===== config.mk =====
export PLATFORM = sky130hd
export DESIGN_NAME = fp_mul_pipe
export DESIGN_NICKNAME = d
export VERILOG_FILES = /design/src/rtl/fp_pkg.sv /design/src/rtl/fp_mul_round.sv /design/src/rtl/fp_mul_pipe.sv
export SDC_FILE = /design/constraint.sdc
export NUM_CORES = 1
export LEC_CHECK = 0
export BUFFER_PORTS_ARGS = -buffer_cell sky130_fd_sc_hd__buf_2
export CAP_MARGIN = 10
export CORE_AREA = 4 4 137 139
export CTS_BUF_LIST = sky130_fd_sc_hd__clkbuf_8
export DETAILED_ROUTE_END_ITERATION = 10
export DIE_AREA = 0 0 141 143
export PLACE_DENSITY = 0.59
export RECOVER_POWER = 50
export SETUP_SLACK_MARGIN = 0.2
export SYNTH_ARGS = -nofsm -noshare
export SYNTH_HDL_FRONTEND = slang
export SYNTH_SLANG_ARGS = --single-unit

===== constraint.sdc =====
create_clock -name clk -period 6.2 [get_ports clk]
set_clock_uncertainty 0.1 [all_clocks]
set_input_delay 0.62 -clock clk [delete_from_list [all_inputs] [get_ports clk]]
set_output_delay 0.62 -clock clk [all_outputs]
set_load 0.05 [all_outputs]

===== src/rtl/fp_pkg.sv =====
// Shared floating-point definitions: default bf16 widths, bias and canonical qNaN helpers,
// operand class encoding and sticky exception flag bit positions.
package fp_pkg;
  localparam int FP_EXP_W = 8;
  localparam int FP_MAN_W = 7;

  localparam int FLG_INVALID   = 3;
  localparam int FLG_OVERFLOW  = 2;
  localparam int FLG_UNDERFLOW = 1;
  localparam int FLG_INEXACT   = 0;

  typedef enum logic [1:0] {ZERO, NORM, INF, NAN} fp_class_e;

  function automatic int fp_bias(input int exp_w);
    return (1 << (exp_w - 1)) - 1;
  endfunction

  // Canonical quiet NaN: sign 0, exponent all ones, only the fraction MSB set.
  function automatic logic [63:0] fp_qnan(input int exp_w, input int man_w);
    return (((64'd1 << exp_w) - 64'd1) << man_w) | (64'd1 << (man_w - 1));
  endfunction
endpackage


===== src/rtl/fp_mul_round.sv =====
// Normalise, round (FPMUL_RNE_EN: nearest-even, else truncate), range check and pack.
// Latency: combinational, no state.
// Backpressure: none; the enclosing pipeline registers the result and stalls around it.
module fp_mul_round import fp_pkg::*; #(
  parameter int EXP_W = FP_EXP_W,
  parameter int MAN_W = FP_MAN_W,
  localparam int W  = 1 + EXP_W + MAN_W,
  localparam int PW = 2 * (MAN_W + 1),
  localparam int EW = EXP_W + 2
) (
  input  fp_class_e            i_cls,
  input  logic                 i_sign,
  input  logic                 i_invalid,
  input  logic signed [EW-1:0] i_exp,
  input  logic [PW-1:0]        i_prod,
  output logic [W-1:0]         o_p,
  output logic [3:0]           o_flags
);
  localparam logic [63:0]          QNAN64   = fp_qnan(EXP_W, MAN_W);
  localparam logic signed [EW-1:0] EXP_MAX  = EW'((1 << EXP_W) - 1);
  localparam logic signed [EW-1:0] EXP_ZERO = '0;

  logic [PW-2:0]        w_norm;
  logic signed [EW-1:0] w_exp_n;
  logic [MAN_W-1:0]     w_frac;
  logic                 w_g;
  logic                 w_r;
  logic                 w_s;
  logic                 w_inexact;
  logic [MAN_W-1:0]     w_frac_r;
  logic signed [EW-1:0] w_exp_r;

  // Leading one dropped: w_norm is the stored fraction followed by every bit below it.
  assign w_norm    = i_prod[PW-1] ? i_prod[PW-2:0] : {i_prod[PW-3:0], 1'b0};
  assign w_exp_n   = i_prod[PW-1] ? i_exp + EW'(1) : i_exp;
  assign w_frac    = w_norm[PW-2 -: MAN_W];
  assign w_g       = w_norm[MAN_W];
  assign w_r       = w_norm[MAN_W-1];
  assign w_s       = |w_norm[MAN_W-2:0];
  assign w_inexact = w_g | w_r | w_s;

`ifdef FPMUL_RNE_EN
  logic [MAN_W:0] w_frac_inc;
  logic           w_up;

  assign w_up       = w_g & (w_r | w_s | w_frac[0]);
  assign w_frac_inc = {1'b0, w_frac} + {{MAN_W{1'b0}}, w_up};
  // A carry out leaves the fraction at zero (mantissa 1.0); only the exponent moves.
  assign w_frac_r   = w_frac_inc[MAN_W-1:0];
  assign w_exp_r    = w_exp_n + $signed(EW'({1'b0, w_frac_inc[MAN_W]}));
`else
  assign w_frac_r   = w_frac;
  assign w_exp_r    = w_exp_n;
`endif

  always_comb begin
    o_p     = '0;
    o_flags = '0;
    unique case (i_cls)
      NAN:  o_p = QNAN64[W-1:0];
      INF:  o_p = {i_sign, {EXP_W{1'b1}}, {MAN_W{1'b0}}};
      ZERO: o_p = {i_sign, {(W-1){1'b0}}};
      default: begin
        if (w_exp_r >= EXP_MAX) begin
          o_p = {i_sign, {EXP_W{1'b1}}, {MAN_W{1'b0}}};
          o_flags[FLG_OVERFLOW] = 1'b1;
          o_flags[FLG_INEXACT]  = 1'b1;
        end else if (w_exp_r <= EXP_ZERO) begin
          // Product of two normals is never exactly zero, so flushing is always inexact.
          o_p = {i_sign, {(W-1){1'b0}}};
          o_flags[FLG_UNDERFLOW] = 1'b1;
          o_flags[FLG_INEXACT]   = 1'b1;
        end else begin
          o_p = {i_sign, w_exp_r[EXP_W-1:0], w_frac_r};
          o_flags[FLG_INEXACT] = w_inexact;
        end
      end
    endcase
    o_flags[FLG_INVALID] = i_invalid;
  end
endmodule


===== src/rtl/fp_mul_pipe.sv =====
// 3-stage pipelined FP multiplier (unpack/exp sum, mantissa product, round/pack), sticky flags, tag sideband.
// Latency: 3 cycles handshake-to-result, 1 result per cycle; FPMUL_RNE_EN selects round-to-nearest-even.
// Backpressure: the whole pipe advances only when the output register is empty or accepted; in_ready = advance.
module fp_mul_pipe import fp_pkg::*; #(
  parameter int EXP_W = FP_EXP_W,
  parameter int MAN_W = FP_MAN_W,
  parameter int TAG_W = 4,
  localparam int W  = 1 + EXP_W + MAN_W,
  localparam int PW = 2 * (MAN_W + 1),
  localparam int EW = EXP_W + 2
) (
  input  logic             clk,
  input  logic             rst,
  input  logic             in_valid,
  output logic             in_ready,
  input  logic [W-1:0]     in_a,
  input  logic [W-1:0]     in_b,
  input  logic [TAG_W-1:0] in_tag,
  output logic             out_valid,
  input  logic             out_ready,
  output logic [W-1:0]     out_p,
  output logic [TAG_W-1:0] out_tag,
  output logic [3:0]       flags,
  input  logic             clr_flags
);
  function automatic fp_class_e classify(input logic [EXP_W-1:0] e, input logic [MAN_W-1:0] f);
    if (&e) return (|f) ? NAN : INF;
    if (e == '0) return ZERO;
    return NORM;
  endfunction

  logic                 w_advance;
  logic                 w_out_hs;
  fp_class_e            w_a_cls;
  fp_class_e            w_b_cls;
  fp_class_e            w_cls;
  logic                 w_invalid;
  logic signed [EW-1:0] w_exp_sum;
  logic [W-1:0]         w_rnd_p;
  logic [3:0]           w_rnd_flags;

  logic                 r_s1_vld;
  fp_class_e            r_s1_cls;
  logic                 r_s1_inv;
  logic                 r_s1_sign;
  logic signed [EW-1:0] r_s1_exp;
  logic [MAN_W:0]       r_s1_ma;
  logic [MAN_W:0]       r_s1_mb;
  logic [TAG_W-1:0]     r_s1_tag;

  logic                 r_s2_vld;
  fp_class_e            r_s2_cls;
  logic                 r_s2_inv;
  logic                 r_s2_sign;
  logic signed [EW-1:0] r_s2_exp;
  logic [PW-1:0]        r_s2_prod;
  logic [TAG_W-1:0]     r_s2_tag;

  logic                 r_out_vld;
  logic [W-1:0]         r_out_p;
  logic [TAG_W-1:0]     r_out_tag;
  logic [3:0]           r_out_flags;
  logic [3:0]           r_flags;

  assign w_advance = out_ready | ~r_out_vld;
  assign w_out_hs  = r_out_vld & out_ready;
  assign in_ready  = w_advance;
  assign out_valid = r_out_vld;
  assign out_p     = r_out_p;
  assign out_tag   = r_out_tag;
  assign flags     = r_flags;

  assign w_a_cls   = classify(in_a[W-2 -: EXP_W], in_a[MAN_W-1:0]);
  assign w_b_cls   = classify(in_b[W-2 -: EXP_W], in_b[MAN_W-1:0]);
  assign w_exp_sum = $signed({2'b00, in_a[W-2 -: EXP_W]}) + $signed({2'b00, in_b[W-2 -: EXP_W]})
                   - EW'(fp_bias(EXP_W));

  // Special cases resolved up front so later stages only carry a result class.
  always_comb begin
    w_cls     = NORM;
    w_invalid = 1'b0;
    if (w_a_cls == NAN || w_b_cls == NAN) begin
      w_cls = NAN;
    end else if ((w_a_cls == INF && w_b_cls == ZERO) || (w_a_cls == ZERO && w_b_cls == INF)) begin
      w_cls     = NAN;
      w_invalid = 1'b1;
    end else if (w_a_cls == INF || w_b_cls == INF) begin
      w_cls = INF;
    end else if (w_a_cls == ZERO || w_b_cls == ZERO) begin
      w_cls = ZERO;
    end
  end

  always_ff @(posedge clk) begin
    if (w_advance) begin
      r_s1_cls  <= w_cls;
      r_s1_inv  <= w_invalid;
      r_s1_sign <= in_a[W-1] ^ in_b[W-1];
      r_s1_exp  <= w_exp_sum;
      r_s1_ma   <= {1'b1, in_a[MAN_W-1:0]};
      r_s1_mb   <= {1'b1, in_b[MAN_W-1:0]};
      r_s1_tag  <= in_tag;

      r_s2_cls  <= r_s1_cls;
      r_s2_inv  <= r_s1_inv;
      r_s2_sign <= r_s1_sign;
      r_s2_exp  <= r_s1_exp;
      r_s2_prod <= PW'(r_s1_ma) * PW'(r_s1_mb);
      r_s2_tag  <= r_s1_tag;
    end
  end

  fp_mul_round #(
    .EXP_W (EXP_W),
    .MAN_W (MAN_W)
  ) u_round (
    .i_cls     (r_s2_cls),
    .i_sign    (r_s2_sign),
    .i_invalid (r_s2_inv),
    .i_exp     (r_s2_exp),
    .i_prod    (r_s2_prod),
    .o_p       (w_rnd_p),
    .o_flags   (w_rnd_flags)
  );

  always_ff @(posedge clk) begin
    if (rst) begin
      r_s1_vld    <= 1'b0;
      r_s2_vld    <= 1'b0;
      r_out_vld   <= 1'b0;
      r_out_p     <= '0;
      r_out_tag   <= '0;
      r_out_flags <= '0;
      r_flags     <= '0;
    end else begin
      if (w_advance) begin
        r_s1_vld  <= in_valid;
        r_s2_vld  <= r_s1_vld;
        r_out_vld <= r_s2_vld;
        if (r_s2_vld) begin
          r_out_p     <= w_rnd_p;
          r_out_tag   <= r_s2_tag;
          r_out_flags <= w_rnd_flags;
        end
      end
      // A flag raised by this cycle's handshake survives a simultaneous clear.
      r_flags <= (clr_flags ? 4'b0000 : r_flags) | (w_out_hs ? r_out_flags : 4'b0000);
    end
  end
endmodule


==> run summary <==
status - finished, final reports clean
gr ovfl total - 0
yosys warns - 0
post-synthesis net count - 696
clock slew at reported path FFs - 100 ps
die width - 141 um
antenna cells - 0
setup slack, reg-to-reg - 1500 ps
fin worst setup slack - 1500 ps
Nets - 759
TritonRoute pass-1 iters - 5
row count - 49
Gates resized, CTS repair - 0
DP HPWL - 9.61 mm
clock buffer depth - 2
fmax - 213 MHz
WHS Endpoint - r_s1_tag[3]
CTS Hold Bufs - 0
gpl congestion - 0.865
# clock sinks - 97
insertion delay to the later sink of the worst-skew pair - 380 ps
Initial Utilization - 0.344
Max-slew headroom - 0.302
worst reg-to-reg path cell count - 15
number of flops mapped to enable cells by yosys - 66
Synth Flop Type - edfxtp_1
postcts setup bufs - 0
CTS tree - built
IO Pins - 67
Critical R2R Launch - r_s1_mb[6]
first-pass GRT wire length - 20.2 mm
asr flop ratio synth - 0
Distinct cells, synth - 50
CTS root buf - clkbuf_8
routed wire length per instance - 14.0 um
critical path peak fanout - 8
hold depth - 1
power per standard cell area - 315 nW/um2
Worst Path Required - 6230 ps
vias per std cell - 4.75
Num CTS Buffers - 9
Leak - 2.87 nW
total length of routed wires - 12.1 mm
peak supply drop - 0.221 mV
fin crit period - 4700 ps
Place WS - 1460 ps
antenna violations before repair - 0
endpoints failing setup - 0
cell count after synthesis - 567
DIE HEIGHT - 143 um
Hold Vio Cnt, Final - 0
Tightest Hold Check Type - in2reg
First DRT Iteration DRCs - 184
syn avg cell area - 10.7 um2
worst r2r dst - r_s2_prod[15]
area delta synth->final - 11.9%
Crit path arrival time - 4740 ps
post-route ant nets - 0
Hold Startpoint - in_tag[3]
number of remaining DRC errors - 0
layout cells sized above 1 - 0.0945
post-layout util - 0.385
RSZ-0062 raised after global routing - false
Global Route Usage Sum - 0.124
core footprint - 17,700 um2
Buffers on Ports - 66
vias - 4,107
Slew Limit Fails - 0
#FFs+latches synth - 97
setup tns final - 0 ps
vias in the first global route - 4,080
worst-margin pin slew - 1050 ps
pin count of the biggest net entering global routing - 75
Post-Syn Area - 6080 um2
CTS H-Tree Depth - 3
Setup crit end kind - flip-flop
Seq/Total Area, Yosys - 0.428
Worst Setup Path Type - reg2reg
fin crit share - 0.759
Setup crit start kind - flip-flop
die area - 20,200 um2
# Max-Cap Violations - 0
[synthesized netlist by cell type (8+ instances only)]
master | n | area [um2]
edfxtp_1 | 66 | 1980
xnor2_1 | 20 | 175
clkbuf_1 | 9 | 33.8
fa_1 | 37 | 741
mux2i_1 | 8 | 80.1
nand2b_1 | 9 | 56.3
dfxtp_1 | 31 | 621
o21ai_0 | 18 | 90.1
nand2_1 | 58 | 218
nand4_1 | 11 | 68.8
ha_1 | 51 | 638
a21oi_1 | 22 | 110
and2_1 | 37 | 231
nor2_1 | 30 | 113
a31oi_1 | 8 | 50.1
inv_1 | 68 | 255
[how the worst max path moves through the flow]
stage,from,endpoint,depth (start not counted)
floorplan,r_s1_mb[6],r_s2_prod[14],15
global placement,r_s1_mb[4],r_s2_prod[14],15
detailed placement,r_s1_mb[6],r_s2_prod[14],15
CTS,r_s1_mb[6],r_s2_prod[14],15
finish,r_s1_mb[6],r_s2_prod[15],15
global route,r_s1_ma[4],r_s2_prod[15],14
[registers in the layout, indices dropped and copies added (netlist names), 4 cells and up]
signal       cells
r_s1_exp        10
r_s1_ma          7
r_s1_mb          7
out_p           16
r_s2_prod       16
r_s2_tag         4
flags            4
r_s1_tag         4
out_tag          4
r_s2_exp        10
r_out_flags      4
[critical path: stages (launching register included)]
cell and delay (ps):
edfxtp_1 530, and2_1 210, fa_1 500, inv_1 60
fa_1 520, inv_1 50, fa_1 530, inv_1 50
fa_1 520, inv_1 40, ha_1 210, or3_1 410
o21bai_1 180, a21oi_1 110, o41ai_1 330, xnor2_1 100
[layout by cell type (no fill, tap or decap), types with 2 or more instances in the layout]
cell and n:
fa_1 37, or2_2 3, and4_1 2, o41ai_1 2, mux2i_1 8, nand2b_1 8
nor2b_1 4, o21bai_1 2, a32oi_1 4, o311ai_0 5, and3_1 2, clkbuf_1 30
o21ai_0 18, dfxtp_1 31, nand4_1 11, edfxtp_1 66, a21o_1 4, clkbuf_8 9
nand2_1 58, buf_2 36, o21a_1 3, inv_1 68, nor2_1 30, nand4b_1 2
xnor2_1 20, ha_1 51, nand3_1 6, nor4_1 4, or4_1 6, nor3_1 6
inv_8 3, and2_1 36, a21oi_1 22, a31oi_1 8, xor2_1 7, clkinv_4 3
[cell families after synthesis]
family,count (synthesis),synth area share
fa+ha+maj,88,0.227
xor+xnor,27,0.0389
buf+inv,83,0.0523
compound gates,80,0.0857
flops,97,0.428
mux,9,0.0150
simple gates,183,0.153
[through the flow]
stage	instance area, um2	hold WS (ps)	instances	total power [W]
6_report	6800	309	864	0.00214
5_1_grt	6800	287	864	0.00233
4_1_cts	6840	282	864	0.00217
3_5_place_dp	6650	305	848	0.00176
3_3_place_gp	6650	305	848	0.00175
2_1_floorplan	6080	300	567	0.00158
[layer usage]
metal	up-vias	GRT usage	wire length, um	part of all wire
met5	-	0	0	0
met3	9	0.0352	787	0.065
met2	106	0.187	5190	0.43
met4	0	0.0286	121	0.010
met1	1910	0.179	5980	0.50
li1	2082	-	-	-
[layout make-up]
cell class,instances,area (um2)
Tap cell,229,287
Sequential cell,97,2600
Inverter,68,255
Timing Repair Buffer,67,300
Fill cell,1750,10900
Multi-Input combinational cell,387,3160
Clock inverter,7,68.8
Clock buffer,9,124
[power by group]
group | internal, W | switching (W)
registers | 0.000841 | 0.0000993
clock network | 0.000157 | 0.000238
logic | 0.000372 | 0.000432
(Power assumes the default switching activity.)
